--- config.mk ---
export PLATFORM = sky130hd
export DESIGN_NAME = ysyx_22040750_axi_rd_arbiter_flat
export DESIGN_NICKNAME = d
export VERILOG_FILES = /design/src/rtl/ysyx_22040750_axi_rd_arbiter_if.sv /design/src/rtl/ysyx_22040750_axi_rd_arbiter.sv /design/src/flat_wrapper.sv
export SDC_FILE = /design/constraint.sdc
export NUM_CORES = 1
export LEC_CHECK = 0
export BUFFER_PORTS_ARGS = -buffer_cell sky130_fd_sc_hd__buf_4
export CORE_AREA = 2 2 135 137
export CTS_BUF_LIST = sky130_fd_sc_hd__clkbuf_8 sky130_fd_sc_hd__clkbuf_16
export DETAILED_ROUTE_END_ITERATION = 7
export DIE_AREA = 0 0 137 139
export PLACE_DENSITY = 0.5
export SLEW_MARGIN = 0
export SYNTH_ARGS = -nofsm -noshare
export SYNTH_HDL_FRONTEND = slang
export SYNTH_SLANG_ARGS = --single-unit
--- constraint.sdc ---
create_clock -name I_clk -period 2 [get_ports I_clk]
set_input_delay 0.2 -clock I_clk [delete_from_list [all_inputs] [get_ports I_clk]]
set_output_delay 0.2 -clock I_clk [all_outputs]
set_load 0.02 [all_outputs]
--- src/rtl/ysyx_22040750_axi_rd_arbiter_if.sv ---
// Bus bundle for the N-channel AXI read arbiter: upstream per-channel AR/R slices plus the
// single memory-side AR/R port. The arbiter takes the slave modport, the environment takes master.
interface ysyx_22040750_axi_rd_arbiter_if #(
    parameter int NCH = 2,
    parameter int AW  = 32,
    parameter int DW  = 64
);
    logic [NCH*AW-1:0] I_ch_araddr;
    logic [NCH-1:0]    I_ch_arvalid;
    logic [NCH*8-1:0]  I_ch_arlen;
    logic [NCH*3-1:0]  I_ch_arsize;
    logic [NCH*2-1:0]  I_ch_arburst;
    logic [NCH-1:0]    O_ch_arready;
    logic [NCH*DW-1:0] O_ch_rdata;
    logic [NCH-1:0]    O_ch_rvalid;
    logic [NCH-1:0]    O_ch_rlast;
    logic [NCH-1:0]    I_ch_rready;
    logic [AW-1:0]     O_axi_araddr;
    logic [7:0]        O_axi_arlen;
    logic [2:0]        O_axi_arsize;
    logic [1:0]        O_axi_arburst;
    logic              O_axi_arvalid;
    logic              I_axi_arready;
    logic [DW-1:0]     I_axi_rdata;
    logic              I_axi_rvalid;
    logic              I_axi_rlast;
    logic              O_axi_rready;
    logic [NCH-1:0]    O_grant;
    logic              O_len_err;

    modport slave (
        input  I_ch_araddr, I_ch_arvalid, I_ch_arlen, I_ch_arsize, I_ch_arburst, I_ch_rready,
        input  I_axi_arready, I_axi_rdata, I_axi_rvalid, I_axi_rlast,
        output O_ch_arready, O_ch_rdata, O_ch_rvalid, O_ch_rlast,
        output O_axi_araddr, O_axi_arlen, O_axi_arsize, O_axi_arburst, O_axi_arvalid, O_axi_rready,
        output O_grant, O_len_err
    );

    modport master (
        output I_ch_araddr, I_ch_arvalid, I_ch_arlen, I_ch_arsize, I_ch_arburst, I_ch_rready,
        output I_axi_arready, I_axi_rdata, I_axi_rvalid, I_axi_rlast,
        input  O_ch_arready, O_ch_rdata, O_ch_rvalid, O_ch_rlast,
        input  O_axi_araddr, O_axi_arlen, O_axi_arsize, O_axi_arburst, O_axi_arvalid, O_axi_rready,
        input  O_grant, O_len_err
    );
endinterface

--- src/rtl/ysyx_22040750_axi_rd_arbiter.sv ---
// N-channel AXI4 read arbiter: one burst outstanding, grant held from AR issue to the last R beat,
// fixed-priority or round-robin selection, sticky beat-count error flag.
module ysyx_22040750_axi_rd_arbiter #(
    parameter int NCH = 2,
    parameter int AW  = 32,
    parameter int DW  = 64,
    parameter int RR  = 1
) (
    input logic I_clk,
    input logic I_rst,
    ysyx_22040750_axi_rd_arbiter_if.slave bus
);
    localparam int IW = (NCH > 1) ? $clog2(NCH) : 1;

    typedef enum logic [1:0] {IDLE, ADDR, DATA} state_t;

    state_t          state, state_nxt;
    logic [NCH-1:0]  grant, win_onehot;
    logic [IW-1:0]   gidx, last_grant, win_idx;
    logic            win_any;
    logic [7:0]      win_len, beat_lim;
    logic [8:0]      beat_cnt;
    logic            len_err;
    logic [AW-1:0]   sel_addr;
    logic [7:0]      sel_len;
    logic [2:0]      sel_size;
    logic [1:0]      sel_burst;
    logic            sel_rready;
    logic            r_hs;

    // Lowest requester wins; in round-robin mode a requester above last_grant takes precedence.
    always_comb begin
        win_any    = 1'b0;
        win_idx    = '0;
        win_len    = '0;
        win_onehot = '0;
        for (int j = NCH - 1; j >= 0; j--) begin
            if (bus.I_ch_arvalid[j]) begin
                win_any = 1'b1;
                win_idx = IW'(j);
            end
        end
        if (RR != 0) begin
            for (int j = NCH - 1; j >= 0; j--) begin
                if (bus.I_ch_arvalid[j] && (IW'(j) > last_grant)) win_idx = IW'(j);
            end
        end
        for (int j = 0; j < NCH; j++) begin
            if (win_idx == IW'(j)) begin
                win_len       = bus.I_ch_arlen[j*8 +: 8];
                win_onehot[j] = 1'b1;
            end
        end
    end

    always_comb begin
        sel_addr   = '0;
        sel_len    = '0;
        sel_size   = '0;
        sel_burst  = '0;
        sel_rready = 1'b0;
        for (int j = 0; j < NCH; j++) begin
            if (gidx == IW'(j)) begin
                sel_addr   = bus.I_ch_araddr[j*AW +: AW];
                sel_len    = bus.I_ch_arlen[j*8 +: 8];
                sel_size   = bus.I_ch_arsize[j*3 +: 3];
                sel_burst  = bus.I_ch_arburst[j*2 +: 2];
                sel_rready = bus.I_ch_rready[j];
            end
        end
    end

    assign r_hs           = (state == DATA) && bus.I_axi_rvalid && sel_rready;
    assign bus.O_ch_rdata = {NCH{bus.I_axi_rdata}};
    assign bus.O_grant    = grant;
    assign bus.O_len_err  = len_err;

    always_ff @(posedge I_clk or posedge I_rst) begin
        if (I_rst) state <= IDLE;
        else       state <= state_nxt;
    end

    always_comb begin
        state_nxt         = state;
        bus.O_axi_arvalid = 1'b0;
        bus.O_axi_araddr  = '0;
        bus.O_axi_arlen   = '0;
        bus.O_axi_arsize  = '0;
        bus.O_axi_arburst = '0;
        bus.O_axi_rready  = 1'b0;
        bus.O_ch_arready  = '0;
        bus.O_ch_rvalid   = '0;
        bus.O_ch_rlast    = '0;
        case (state)
            IDLE: if (win_any) state_nxt = ADDR;
            ADDR: begin
                bus.O_axi_arvalid = 1'b1;
                bus.O_axi_araddr  = sel_addr;
                bus.O_axi_arlen   = sel_len;
                bus.O_axi_arsize  = sel_size;
                bus.O_axi_arburst = sel_burst;
                bus.O_ch_arready  = grant & {NCH{bus.I_axi_arready}};
                if (bus.I_axi_arready) state_nxt = DATA;
            end
            DATA: begin
                bus.O_axi_rready = sel_rready;
                bus.O_ch_rvalid  = grant & {NCH{bus.I_axi_rvalid}};
                bus.O_ch_rlast   = grant & {NCH{bus.I_axi_rlast}};
                if (r_hs && bus.I_axi_rlast) state_nxt = IDLE;
            end
            default: state_nxt = IDLE;
        endcase
    end

    always_ff @(posedge I_clk or posedge I_rst) begin
        if (I_rst) begin
            grant      <= '0;
            gidx       <= '0;
            last_grant <= IW'(NCH - 1);
            beat_cnt   <= '0;
            len_err    <= 1'b0;
        end else if (state == IDLE) begin
            if (win_any) begin
                grant    <= win_onehot;
                gidx     <= win_idx;
                beat_cnt <= '0;
            end
        end else if (r_hs) begin
            beat_cnt <= beat_cnt + 9'd1;
            // Last beat must land exactly on arlen; any other beat must land before it.
            if (bus.I_axi_rlast ? (beat_cnt != {1'b0, beat_lim}) : (beat_cnt == {1'b0, beat_lim}))
                len_err <= 1'b1;
            if (bus.I_axi_rlast) begin
                grant      <= '0;
                last_grant <= gidx;
            end
        end
    end

    always_ff @(posedge I_clk) begin
        if (state == IDLE && win_any) beat_lim <= win_len;
    end

endmodule

--- src/flat_wrapper.sv ---
// flat-port wrapper written by rule: the top's interface ports become plain ports
module ysyx_22040750_axi_rd_arbiter_flat 
#(
    parameter int NCH = 2,
    parameter int AW  = 32,
    parameter int DW  = 64,
    parameter int RR  = 1
)
  (I_clk, I_rst, bus_I_ch_araddr, bus_I_ch_arvalid, bus_I_ch_arlen, bus_I_ch_arsize, bus_I_ch_arburst, bus_I_ch_rready, bus_I_axi_arready, bus_I_axi_rdata, bus_I_axi_rvalid, bus_I_axi_rlast, bus_O_ch_arready, bus_O_ch_rdata, bus_O_ch_rvalid, bus_O_ch_rlast, bus_O_axi_araddr, bus_O_axi_arlen, bus_O_axi_arsize, bus_O_axi_arburst, bus_O_axi_arvalid, bus_O_axi_rready, bus_O_grant, bus_O_len_err);
  ysyx_22040750_axi_rd_arbiter_if #(.NCH(NCH), .AW(AW), .DW(DW)) bus_i ();
  input logic I_clk;
  input logic I_rst;
  input wire logic [$bits(bus_i.I_ch_araddr)-1:0] bus_I_ch_araddr;
  input wire logic [$bits(bus_i.I_ch_arvalid)-1:0] bus_I_ch_arvalid;
  input wire logic [$bits(bus_i.I_ch_arlen)-1:0] bus_I_ch_arlen;
  input wire logic [$bits(bus_i.I_ch_arsize)-1:0] bus_I_ch_arsize;
  input wire logic [$bits(bus_i.I_ch_arburst)-1:0] bus_I_ch_arburst;
  input wire logic [$bits(bus_i.I_ch_rready)-1:0] bus_I_ch_rready;
  input wire logic [$bits(bus_i.I_axi_arready)-1:0] bus_I_axi_arready;
  input wire logic [$bits(bus_i.I_axi_rdata)-1:0] bus_I_axi_rdata;
  input wire logic [$bits(bus_i.I_axi_rvalid)-1:0] bus_I_axi_rvalid;
  input wire logic [$bits(bus_i.I_axi_rlast)-1:0] bus_I_axi_rlast;
  output wire logic [$bits(bus_i.O_ch_arready)-1:0] bus_O_ch_arready;
  output wire logic [$bits(bus_i.O_ch_rdata)-1:0] bus_O_ch_rdata;
  output wire logic [$bits(bus_i.O_ch_rvalid)-1:0] bus_O_ch_rvalid;
  output wire logic [$bits(bus_i.O_ch_rlast)-1:0] bus_O_ch_rlast;
  output wire logic [$bits(bus_i.O_axi_araddr)-1:0] bus_O_axi_araddr;
  output wire logic [$bits(bus_i.O_axi_arlen)-1:0] bus_O_axi_arlen;
  output wire logic [$bits(bus_i.O_axi_arsize)-1:0] bus_O_axi_arsize;
  output wire logic [$bits(bus_i.O_axi_arburst)-1:0] bus_O_axi_arburst;
  output wire logic [$bits(bus_i.O_axi_arvalid)-1:0] bus_O_axi_arvalid;
  output wire logic [$bits(bus_i.O_axi_rready)-1:0] bus_O_axi_rready;
  output wire logic [$bits(bus_i.O_grant)-1:0] bus_O_grant;
  output wire logic [$bits(bus_i.O_len_err)-1:0] bus_O_len_err;
  assign bus_i.I_ch_araddr = bus_I_ch_araddr;
  assign bus_i.I_ch_arvalid = bus_I_ch_arvalid;
  assign bus_i.I_ch_arlen = bus_I_ch_arlen;
  assign bus_i.I_ch_arsize = bus_I_ch_arsize;
  assign bus_i.I_ch_arburst = bus_I_ch_arburst;
  assign bus_i.I_ch_rready = bus_I_ch_rready;
  assign bus_i.I_axi_arready = bus_I_axi_arready;
  assign bus_i.I_axi_rdata = bus_I_axi_rdata;
  assign bus_i.I_axi_rvalid = bus_I_axi_rvalid;
  assign bus_i.I_axi_rlast = bus_I_axi_rlast;
  assign bus_O_ch_arready = bus_i.O_ch_arready;
  assign bus_O_ch_rdata = bus_i.O_ch_rdata;
  assign bus_O_ch_rvalid = bus_i.O_ch_rvalid;
  assign bus_O_ch_rlast = bus_i.O_ch_rlast;
  assign bus_O_axi_araddr = bus_i.O_axi_araddr;
  assign bus_O_axi_arlen = bus_i.O_axi_arlen;
  assign bus_O_axi_arsize = bus_i.O_axi_arsize;
  assign bus_O_axi_arburst = bus_i.O_axi_arburst;
  assign bus_O_axi_arvalid = bus_i.O_axi_arvalid;
  assign bus_O_axi_rready = bus_i.O_axi_rready;
  assign bus_O_grant = bus_i.O_grant;
  assign bus_O_len_err = bus_i.O_len_err;
  ysyx_22040750_axi_rd_arbiter #(.NCH(NCH), .AW(AW), .DW(DW), .RR(RR)) u_core (.I_clk(I_clk), .I_rst(I_rst), .bus(bus_i));
endmodule
==> metrics.txt <==
top-count cell post-synth=buf_4; leakage=1.719 nW; CP max FO=35; Clock Skews=0.002236 ns; Comb pwr share=0.662; first-pass GRT wire length=12.37 mm; crit-path cells=buf_6, mux2i_1, nor2_1, buf_4; post-synthesis register bit count=24; IO Count=347; CP Launch Type=flip-flop; Tot Pwr=0.004008 W; min Tclk post-route=1.804 ns; DRT antenna net count=0; DR vias/cell=3.764; CP max stage delay=0.41 ns; status=finished clean; global route overflow=0; reg-to-reg critical path startpoint=u_core.state[0]; clk_lat worst skew=0.26 ns; Net Sw Power=0.001776 W; Synth async-reset ratio=0.6667; Initial Util=0.1648; sequential area share after synthesis=0.2206; cell taking the most area after synthesis=buf_4; M2 GR Usage=0.1477; TritonRoute pass-1 iters=4; layer with the highest usage=met2; final hold violations=0; worst hold path class=in2async; Ant. Diodes=0; largest family of logic cells by synthesized area=buffers and inverters; R2R setup slack=0.34 ns; Synth Area in Compound Gates=0.04127; worst vdd ir=0.4132 mV; fraction of the mapped netlist area in simple logic gates=0.1432; die width=137 um; die area=19,040 um2; Post-synth EDFFs=8; largest cells by area after synthesis=buf_4 33%, mux2i_1 15%, dfrtp_1 13%; PwrDens=1149 nW/um2; syn_nets=507; Util after Layout=0.1976; clock tree buffer depth=2; slowest cell on the critical path=dfrtp_2; nets=530; Clock power frac=0.143; num rows=49; H-Tree Depth=1; area grow syn2layout=19.91%; RSZ-0062 raised after global routing=no; Max Fclk=554.2 MHz; worst endpoint required time=1.80 ns; max cap viols=0; Placement Setup Slack=0.3191 ns; Routed wire per std cell=13.86 um; most frequent cells after synthesis=128 x buf_4, 52 x nor2_1, 45 x mux2i_1; main flop type after synthesis=dfrtp_1; Port-buffer cells=154; number of synthesis warnings=0; largest net degree at the start of global routing=43; share of post-route cells with drive strength above 1=0.4877; Cell Area, Synth=2910 um2; Final Cycle Share=0.9021; initial antenna violation count=0; arrival time at the worst endpoint=1.60 ns; Mapped Avg Cell Area=8.485 um2; Max-slew headroom=0.5541; Setup Viol. Count Final=0; CTS Root Cell=clkbuf_16; hpwl dp=6.946 mm; Slew @ Worst Pin=0.6681 ns; adder-cell share of the synthesized area=0.004299; Crit. End Element=primary output; core footprint=17,660 um2; Synth cell types=40; sequential power share=0.194; die height=139 um; clk slew on worst S/H paths=0.06 ns; GR Layer Usage met3=0.02814; GRT met1 Usage=0.09453; routed vias=2,236; number of remaining DRC errors=0; fraction of synthesized area in multiplexers=0.1973; max-slew violation count=0; GRT Util Overall=0.08311; final worst slack=0.1957 ns; post-synth top area share=0.3302; Post-Synthesis Cells=343; xor/xnor share of the synthesized area=0.03310; initial DRC count=84; P_int=0.002233 W; Total Wirelength=8.230 mm; Worst Setup Path Type=reg2out; CTS tree=built; Num CTS Buffers=3; Sink Count=24; setup TNS=0 ns; R2R Path End=u_core.beat_cnt[8]; Switching Share=0.4430; worst reg2reg path depth=4; vias in the first global route=2,347; Post-CTS Setup Bufs=0; Final Wtd Congestion=0.8683
==> metal layers <==
layer | part of all wire | up-vias
met5 | 0 | -
met4 | 0.0072 | 0
met3 | 0.11 | 6
met2 | 0.51 | 164
met1 | 0.37 | 1013
li1 | - | 1053
==> power by group through the flow <==
stage / clock network [W] / logic [W] / registers, W
finish: 0.000574 / 0.00266 / 0.000779
global route: 0.000605 / 0.00286 / 0.000798
CTS: 0.000583 / 0.00270 / 0.000780
detailed placement: 0 / 0.00269 / 0.000787
global placement: 0 / 0.00266 / 0.000784
floorplan: 0 / 0.00200 / 0.000757
==> flip-flops by register name (all words and copies together) (netlist names) <==
name                  count
u_core.bus.O_len_err      1
u_core.state              2
u_core.beat_lim           8
u_core.gidx               1
u_core.bus.O_grant        2
u_core.last_grant         1
u_core.beat_cnt           9
==> logic make-up after synthesis <==
kind of cell,after synthesis
simple gates,87
xor+xnor,11
fa+ha+maj,1
buf+inv,147
mux,55
compound gates,18
flops,24
==> worst max-delay path: cells and delay by family (launching register included) <==
| kind | cells | cell delay (ns) |
|---|---|---|
| buffers and inverters | 2 | 0.52 |
| flip-flops | 1 | 0.41 |
| multiplexers | 1 | 0.32 |
| AND/OR/NAND/NOR | 1 | 0.07 |
==> repair_timing <==
action                                  CTS  global route
endpoints found under the setup margin    0             1
hold buffers                              0             0
gates resized for setup                   0             1
==> cell usage in the layout, fill, tap and decap left out, types with 4 or more instances in the layout <==
master,instances
inv_1,6
nand2_1,7
dfrtp_1,14
mux2i_1,45
edfxtp_1,8
nand3_1,4
o21ai_0,4
xor2_1,8
buf_4,157
nor2_1,52
mux2_2,9
and3_1,6
==> worst max path at each step <==
| stage | start | end | slack, ns | depth (start not counted) |
|---|---|---|---|---|
| detailed placement | u_core.gidx | bus_O_axi_araddr[24] | 0.32 | 4 |
| finish | u_core.gidx | bus_O_axi_araddr[24] | 0.20 | 4 |
| global route | u_core.gidx | bus_O_axi_araddr[24] | 0.14 | 4 |
| CTS | u_core.gidx | bus_O_axi_araddr[24] | 0.03 | 4 |
| global placement | u_core.gidx | bus_O_axi_araddr[24] | 0.32 | 4 |
| floorplan | u_core.gidx | bus_O_axi_araddr[13] | 0.47 | 5 |
==> through the flow <==
stage | cell area, um2 | std cells | hold slack (ns)
finish | 3490 | 594 | 0.04266
global route | 3490 | 594 | 0.1091
CTS | 3486 | 594 | 0.06945
detailed placement | 3381 | 590 | 0.3452
global placement | 3381 | 590 | 0.3548
floorplan | 2910 | 343 | 0.1130
==> layout make-up <==
type / count / area [um2]
Multi-Input combinational cell: 172 / 1222
Tap cell: 229 / 286.5
Fill cell: 1990 / 14170
Inverter: 6 / 22.52
Clock inverter: 1 / 30.03
Sequential cell: 24 / 643.1
Clock buffer: 3 / 75.07
Timing Repair Buffer: 159 / 1210
(Power assumes the default switching activity.)
